===== config.mk =====
export PLATFORM = sky130hd
export DESIGN_NAME = simple_cpu_v2
export DESIGN_NICKNAME = d
export VERILOG_FILES = /design/src/rtl/simple_cpu_v2.sv
export SDC_FILE = /design/constraint.sdc
export NUM_CORES = 1
export LEC_CHECK = 0
export ABC_AREA = 1
export CAP_MARGIN = 30
export CELL_PAD_IN_SITES_DETAIL_PLACEMENT = 0
export CELL_PAD_IN_SITES_GLOBAL_PLACEMENT = 1
export CORE_ASPECT_RATIO = 2
export CORE_MARGIN = 2
export CORE_UTILIZATION = 51
export DETAILED_ROUTE_END_ITERATION = 8
export PLACE_DENSITY = 0.88
export SLEW_MARGIN = 30
export SYNTH_ARGS = -nofsm -noshare
export SYNTH_HDL_FRONTEND = slang
export SYNTH_SLANG_ARGS = --single-unit

===== constraint.sdc =====
create_clock -name clk -period 5.1 [get_ports clk]
set_input_delay 1.275 -clock clk [delete_from_list [all_inputs] [get_ports clk]]
set_output_delay 1.275 -clock clk [all_outputs]
set_load 0.03 [all_outputs]

===== src/rtl/simple_cpu_v2.sv =====
// Parametrised multi-cycle core: one instruction at a time over valid/ready,
// register file, resettable data memory, register/immediate ALU with Z/C flags.
module simple_cpu_v2 #(
  parameter int DATA_WIDTH  = 8,
  parameter int ADDR_BITS   = 5,
  parameter int INSTR_WIDTH = 20,
  parameter int REG_COUNT   = 4,
  localparam int RB         = $clog2(REG_COUNT),
  localparam int IMM_W      = INSTR_WIDTH - 6 - 3 * RB
) (
  input  logic                   clk,
  input  logic                   rst,
  input  logic [INSTR_WIDTH-1:0] instruction,
  input  logic                   instr_valid,
  output logic                   instr_ready,
  output logic                   busy,
  output logic                   done,
  output logic                   err,
  output logic                   flag_z,
  output logic                   flag_c,
  input  logic [RB-1:0]          dbg_reg_sel,
  output logic [DATA_WIDTH-1:0]  dbg_reg_data,
  input  logic [ADDR_BITS-1:0]   dbg_mem_addr,
  output logic [DATA_WIDTH-1:0]  dbg_mem_data
);

  localparam int MEM_WORDS = 1 << ADDR_BITS;

  typedef enum logic [2:0] {
    S_IDLE,
    S_DECODE,
    S_EXEC,
    S_MEM,
    S_WB
  } state_t;

  typedef enum logic [1:0] {
    C_ALUI  = 2'b00,
    C_ALUR  = 2'b01,
    C_LOAD  = 2'b10,
    C_STORE = 2'b11
  } class_t;

  state_t state, state_n;

  logic [DATA_WIDTH-1:0] rf   [REG_COUNT];
  logic [DATA_WIDTH-1:0] dmem [MEM_WORDS];

  logic [INSTR_WIDTH-1:0] instr_q;
  logic [DATA_WIDTH-1:0]  op_a, op_b, st_data, res_q;
  logic                   carry_q;
  logic [ADDR_BITS-1:0]   addr_q;

  // Fields of the latched instruction, MSB first.
  class_t           cls;
  logic [RB-1:0]    x1, x2, x3;
  logic [IMM_W-1:0] imm;
  logic [3:0]       funct;

  assign cls   = class_t'(instr_q[INSTR_WIDTH-1 -: 2]);
  assign x1    = instr_q[INSTR_WIDTH-3 -: RB];
  assign x2    = instr_q[INSTR_WIDTH-3-RB -: RB];
  assign x3    = instr_q[INSTR_WIDTH-3-2*RB -: RB];
  assign imm   = instr_q[IMM_W+3:4];
  assign funct = instr_q[3:0];

  logic                  is_alu, illegal;
  logic [DATA_WIDTH-1:0] imm_ext;

  assign is_alu  = (cls == C_ALUI) || (cls == C_ALUR);
  assign illegal = is_alu && (funct > 4'd4);
  assign imm_ext = DATA_WIDTH'(imm);

  // ALU: the extra top bit of the widened add/sub is carry-out / borrow.
  logic [DATA_WIDTH:0]   sum_w, diff_w;
  logic [DATA_WIDTH-1:0] alu_res;
  logic                  alu_carry;
  logic [ADDR_BITS-1:0]  addr_calc;

  assign sum_w  = {1'b0, op_a} + {1'b0, op_b};
  assign diff_w = {1'b0, op_a} - {1'b0, op_b};

  // NOTE: every always_comb output gets a default first so no path leaves it
  // unassigned, which would otherwise infer a latch.
  always_comb begin
    alu_res   = '0;
    alu_carry = 1'b0;
    case (funct)
      4'd0: begin
        alu_res   = sum_w[DATA_WIDTH-1:0];
        alu_carry = sum_w[DATA_WIDTH];
      end
      4'd1: begin
        alu_res   = diff_w[DATA_WIDTH-1:0];
        alu_carry = diff_w[DATA_WIDTH];
      end
      4'd2:    alu_res = op_a & op_b;
      4'd3:    alu_res = op_a | op_b;
      4'd4:    alu_res = op_a ^ op_b;
      default: ;
    endcase
  end

  // Address arithmetic is done directly in ADDR_BITS, which is the required modulo.
  assign addr_calc = ADDR_BITS'(op_a) + ADDR_BITS'(imm);

  // Next-state and handshake/status decode.
  logic ready_c, done_c, err_c;

  always_comb begin
    state_n = state;
    ready_c = 1'b0;
    done_c  = 1'b0;
    err_c   = 1'b0;
    case (state)
      S_IDLE: begin
        ready_c = 1'b1;
        if (instr_valid) state_n = S_DECODE;
      end
      S_DECODE: state_n = S_EXEC;
      S_EXEC: begin
        if (!is_alu) begin
          state_n = S_MEM;
        end else if (illegal) begin
          done_c  = 1'b1;
          err_c   = 1'b1;
          state_n = S_IDLE;
        end else begin
          state_n = S_WB;
        end
      end
      S_MEM: begin
        if (cls == C_STORE) begin
          done_c  = 1'b1;
          state_n = S_IDLE;
        end else begin
          state_n = S_WB;
        end
      end
      S_WB: begin
        done_c  = 1'b1;
        state_n = S_IDLE;
      end
      default: state_n = S_IDLE;
    endcase
  end

  // Status outputs are forced low while reset is held, even mid-instruction.
  assign instr_ready = ready_c & ~rst;
  assign busy        = (state != S_IDLE) & ~rst;
  assign done        = done_c & ~rst;
  assign err         = err_c & ~rst;

  // NOTE: sequential state uses non-blocking assignments only, so every
  // register samples pre-edge values regardless of statement order.
  always_ff @(posedge clk) begin
    if (rst) begin
      state   <= S_IDLE;
      instr_q <= '0;
      op_a    <= '0;
      op_b    <= '0;
      st_data <= '0;
      res_q   <= '0;
      carry_q <= 1'b0;
      addr_q  <= '0;
      flag_z  <= 1'b0;
      flag_c  <= 1'b0;
      for (int i = 0; i < REG_COUNT; i++) rf[i] <= DATA_WIDTH'(i);
      // NOTE: data memory has an architectural reset value, so it is built
      // from flops and cleared here rather than mapped to a RAM macro.
      for (int i = 0; i < MEM_WORDS; i++) dmem[i] <= '0;
    end else begin
      state <= state_n;
      case (state)
        S_IDLE: begin
          if (instr_valid) instr_q <= instruction;
        end
        S_DECODE: begin
          op_a    <= rf[x2];
          op_b    <= (cls == C_ALUI) ? imm_ext : rf[x3];
          st_data <= rf[x1];
        end
        S_EXEC: begin
          res_q   <= alu_res;
          carry_q <= alu_carry;
          addr_q  <= addr_calc;
        end
        S_MEM: begin
          if (cls == C_STORE) dmem[addr_q] <= st_data;
          else                res_q        <= dmem[addr_q];
        end
        S_WB: begin
          rf[x1] <= res_q;
          if (is_alu) begin
            flag_z <= (res_q == '0);
            flag_c <= carry_q;
          end
        end
        default: ;
      endcase
    end
  end

  assign dbg_reg_data = rf[dbg_reg_sel];
  assign dbg_mem_data = dmem[dbg_mem_addr];

endmodule

Word level (Yosys, flattened, before mapping) --
Memory sizes are Yosys's and may differ from the RTL's. A register that Yosys moved wholly into a read port is not among the register bits. Cells that the tools add are included.
Storage, ports and cells: bits in registers 47, RAM bits 288, bits of input ports 30, output and inout bits 22, logic and storage cells 81, memories kept 2
Operators by class: add/subtract/negate cells 3, magnitude comparators 1, eq/ne operators 12, multiplexer cells 34, bitwise logic cells 8, reduce and logical (&&, ||, !) cells 13
Memories:
- dmem | words 32, bits a word 8, rd ports 2, clocked after Yosys merged registers in 1, write ports 32, line 47 | logic [DATA_WIDTH-1:0] dmem [MEM_WORDS];
- rf | words 4, bits a word 8, rd ports 4, clocked after Yosys merged registers in 3, write ports 4, line 46 | logic [DATA_WIDTH-1:0] rf [REG_COUNT];
Operator list (number):
- 8-bit case mux with 5 select lines | 1
- 8-bit two-way mux | 4
- 8-bit case mux with 2 select lines | 1
- 8-bit OR reduction | 2
- 1-bit two-way mux | 15
- 5-bit two-way mux | 3
- 3-bit two-way mux | 4
- 3-bit case mux with 4 select lines | 1
- 8-bit by 8-bit adder with 9-bit output | 1
- 8-bit by 8-bit subtractor with 9-bit output | 1
- 8-bit bitwise AND | 1
- 4-bit by 2-bit == test with 1-bit output, second input constant | 2
- 8-bit logical NOT | 1
- 8-bit bitwise OR | 1
- 8-bit XOR | 1
- 3-bit by 2-bit == test with 1-bit output, second input constant | 2
- 2-bit two-way mux | 3
- 2-bit AND reduction | 3
- 5-bit adder | 1
- 1-bit bitwise AND | 4
- 4-bit by 1-bit == test with 1-bit output, second input constant | 1
- 4-bit by 3-bit == test with 1-bit output, second input constant | 1
- 4-bit by 3-bit > comparator with 1-bit output, second input constant | 1
- 4-bit logical NOT | 1
- other kinds (14) | 15

Depth between registers and ports, before layout --
depth after elaboration 7, gate-level depth with buffers 16, depth with buffers taken out 16

Worst setup path after synthesis --
No wires, ideal clock.
kind in2out, from input dbg_mem_addr[1], to output dbg_mem_data[6], arrival time 2.892 ns, data required time 3.825 ns, slack 0.933 ns, cell stages on the path 10, buffers on the path 3, path through clkbuf_1 -> inv_1 -> clkbuf_1 -> clkbuf_1 -> o21ai_0 -> o221ai_1 -> nand3_1 -> nand2_1 -> nor2_1 -> a21oi_1
Between the ends: word-level cells in the longest chain between the ends 1
Ends and longest elaborated chain:
- start: declaration | line 23 | input logic [ADDR_BITS-1:0] dbg_mem_addr,
- memory 32 x 8 bit
- end: declaration | line 24 | output logic [DATA_WIDTH-1:0] dbg_mem_data
Every way passes these cells.

Worst setup path after layout --
from input dbg_reg_sel[0], to output dbg_reg_data[0]
Between the ends: word-level cells in the longest chain between the ends 1
Ends and longest elaborated chain:
- start: declaration | line 21 | input logic [RB-1:0] dbg_reg_sel,
- memory 4 x 8 bit
- end: declaration | line 22 | output logic [DATA_WIDTH-1:0] dbg_reg_data,
Every way passes these cells.

==> results by group <==
CTS
  – Clock-pin slew on the worst setup and hold paths: 70 ps
  – H-Tree Depth: 2
  – CTS tree: done
  – CTS Buffer Depth: 3
  – CTS resizes: 0
  – Num CTS Buffers: 34
  – Clock Tree Root: clkbuf_16
  – CTS sink count: 358
  – Worst skew pair latency: 540 ps
  – Setup Buffers After CTS: 0
  – CTS Hold Buffers Added: 0

Die
  – I/O pins: 52
  – Die span in x: 145 microns
  – DIE AREA: 41200 sq um
  – Core area: 39200 sq um
  – Die height: 285 microns
  – Placement row count: 103
  – Initial core utilization: 51.4%

Placed design
  – Gp weighted congestion: 0.952
  – Hpwl dp: 41900 microns
  – Port buffer count: 51

Route
  – Pre-Repair DR Iteration Count: 8
  – Drt first-iter violations: 2129
  – DRC: 0
  – Vias per cell: 5.96
  – Average wire per standard cell: 21.4 microns
  – Final WL: 63900 microns
  – Routed vias: 17800
  – Post-DRT Antenna Nets: 0

Yosys
  – Synth warnings: 0
  – Post-synthesis adder-cell area fraction: 2.10%
  – Largest family of logic cells by synthesized area: simple AND/OR/NAND/NOR gates
  – Post-synth top area share: 42.9%
  – Post-Syn Nets: 2550
  – Simple-gate portion of the synthesized area: 28.6%
  – Synth area leaders: edfxtp_1 (43%), nand2_1 (8.6%), nor2_1 (8.6%), nand3_1 (7.0%), dfxtp_1 (7.0%)
  – Post-synthesis average cell area: 8.10 sq um
  – Post-synthesis cell type count: 40
  – Multiplexer share of the synthesized area: 0%
  – Mapped Cells: 2488
  – Seq/Total Area, Yosys: 49.9%
  – Cell accounting for the most synthesized area: edfxtp_1
  – Synth Area in Compound Gates: 13.5%
  – Synthesized cell area: 20200 sq um
  – Xor/xnor share of the synthesized area: 0.174%
  – #FFs+latches synth: 358

Timing
  – Setup_tns: 0 ps
  – Hold Fails Final Rpt: 0
  – Slew headroom: 37.9%
  – Min Hold Slack: 465 ps
  – Max Slew Vio Count: 0
  – Post-layout min period: 4670 ps
  – Fin Clk Skew: 22.0 ps
  – Highest clock rate: 0.214 GHz
  – Final Setup Violations: 0
  – Fin crit share: 91.5%
  – Unrepaired setup endpoints after global routing: no
  – Worst Tran Pin Value: 932 ps

Setup path
  – Critical path arrival: 3390 ps
  – Critical-path maximum fanout: 24
  – CP Class: primary input to output port
  – CP bufs+invs: 3
  – Startpoint types: primary input
  – Crit-path leading delay family: buffers and inverters
  – Crit. End Element: output port
  – RR Endpoint: res_q[6]$_SDFFE_PP0P_
  – Worst R2R Setup Slack: 2040 ps
  – Worst r2r path cells: 12
  – CP max stage delay: 690 ps
  – CP required: 3830 ps
  – Slowest-stage cell, CP: clkdlybuf4s50_1
  – Worst-path cell chain: clkdlybuf4s50_1 -> inv_1 -> o21ai_0 -> a21oi_1 -> a21oi_1 -> clkdlybuf4s50_1

Global routing
  – Initial antenna violation count: 0
  – Grt ovf: 0
  – First-pass GRT wire length: 96500 microns
  – Largest net degree at the start of global routing: 128
  – Number of global-route vias before repair: 16400
  – GRT Resource Usage Total: 31.0%

Worst hold path
  – HP Class: flip-flop to flip-flop
  – Worst Hold End: instr_q[13]$_SDFFE_PP0P_
  – Worst Hold Depth: 2
  – HP Start: instr_q[13]$_SDFFE_PP0P_

Finish
  – Nets: 2500
  – Layout cells sized above 1: 7.55%
  – ANT cells: 0
  – Area Overhead vs Synth: 10.1%

Run status
  – Status: finished, final reports clean

Power and ir drop
  – Worst vdd ir: 0.340 mV
  – Pleak: 8.69 nW
  – PD cells: 321 nW/um^2

Job
  – MaxCap Viol Count: 0
==> cells in the mapped netlist (all sizes together) <==
library cell	instances
a211oi	1
a21oi	127
a221oi	8
a31oi	3
and2	1
buf	30
clkbuf	142
clkinv	2
dfxtp	70
edfxtp	288
fa	3
ha	29
inv	131
nand2	496
nand3	282
nand3b	3
nand4	6
nor2	501
nor3	8
nor4	2
o211ai	4
o21a	5
o21ai	270
o21bai	1
o221ai	49
o22ai	18
o2bb2ai	1
o31ai	1
or2	2
xnor2	1
xor2	3
==> worst max-delay path by stage <==
stage / startpoint / endpoint / slack (ps) / depth (start not counted)
after global routing: dbg_reg_sel[0] / dbg_reg_data[1] / 270 / 6
after CTS: dbg_reg_sel[0] / dbg_reg_data[0] / 450 / 6
final: dbg_reg_sel[0] / dbg_reg_data[0] / 430 / 6
after global placement: dbg_reg_sel[0] / dbg_reg_data[5] / 510 / 6
after detailed placement: dbg_reg_sel[0] / dbg_reg_data[0] / 450 / 6
after floorplan: dbg_mem_addr[1] / dbg_mem_data[6] / 930 / 10
==> cell type report <==
class                      instances  area (sq um)
timing repair buffer              86           903
tap                              525           657
fill                            3661         17000
multi-input combinational       1825          8950
clock buffer                      37           883
inverter                         133           508
clock inverter                    23           234
sequential                       358         10100
==> power breakdown <==
| part | leakage [nW] | switching [W] | internal (W) |
|---|---|---|---|
| combinational | 4.61 | 0.000802 | 0.000328 |
| sequential | 3.53 | 0.000118 | 0.00327 |
| clock | 0.548 | 0.00114 | 0.00147 |
| total | 8.69 | 0.00206 | 0.00506 |
==> state kept, by name, indices dropped and copies added, names as in the netlist, named ones only <==
register and cells:
op_b 8, flag_c 1, st_data 8, carry_q 1, instr_q 20, res_q 8, state 3, rf 32
addr_q 5, flag_z 1, dmem 256, op_a 8
==> cell usage in the layout, fill, tap and decap left out, types with 29 or more instances in the layout <==
| master | netlist | layout |
|---|---|---|
| nand2_1 | 462 | 462 |
| nor2_1 | 460 | 460 |
| edfxtp_1 | 288 | 288 |
| nand3_1 | 282 | 282 |
| o21ai_0 | 270 | 270 |
| a21oi_1 | 127 | 127 |
| inv_1 | 127 | 123 |
| dfxtp_1 | 70 | 68 |
| o221ai_1 | 49 | 49 |
| clkdlybuf4s50_1 | 0 | 40 |
| clkbuf_16 | 0 | 35 |
| nand2_4 | 34 | 34 |
| nor2_2 | 32 | 31 |
| buf_4 | 0 | 31 |
| ha_1 | 29 | 29 |
==> cell families (layout without fill, tap and decap cells) <==
kind of cell | after synthesis | after routing
compound gates | 488 | 488
buf+inv | 305 | 279
xor+xnor | 4 | 4
flops | 358 | 358
fa+ha+maj | 32 | 32
simple gates | 1301 | 1301
==> worst register-to-register path: stages (launching register included) <==
cell and delay (ps):
dfxtp_4 560, inv_6 670, buf_4 550, nand2_1 120
nand3_1 90, nand3_1 130, nand2_1 120, nand2_1 50
nand3_1 220, nand3_1 230, nand3_1 170, nand2_1 70
inv_1 50
==> metrics by stage <==
step	total power, W	util [%]	setup slack, ps	std cells	instance area (sq um)
floorplan	0.00412	-	933	2488	20200
global placement	0.00454	53.8	507	2927	21100
detailed placement	0.00455	53.8	448	2927	21100
CTS	0.00711	56.6	452	2987	22200
global route	0.00734	56.6	274	2987	22200
finish	0.00712	56.6	432	2987	22200
==> layer usage <==
layer  routed length (microns)  vias to the layer above  GRT usage [%]
met5                         0                        -              0
met4                      3570                        0           16.1
met1                     24900                     8307           42.0
met2                     30300                      934           49.6
li1                          -                     8368              -
met3                      5160                      195           2.96
(Power assumes the default switching activity.)
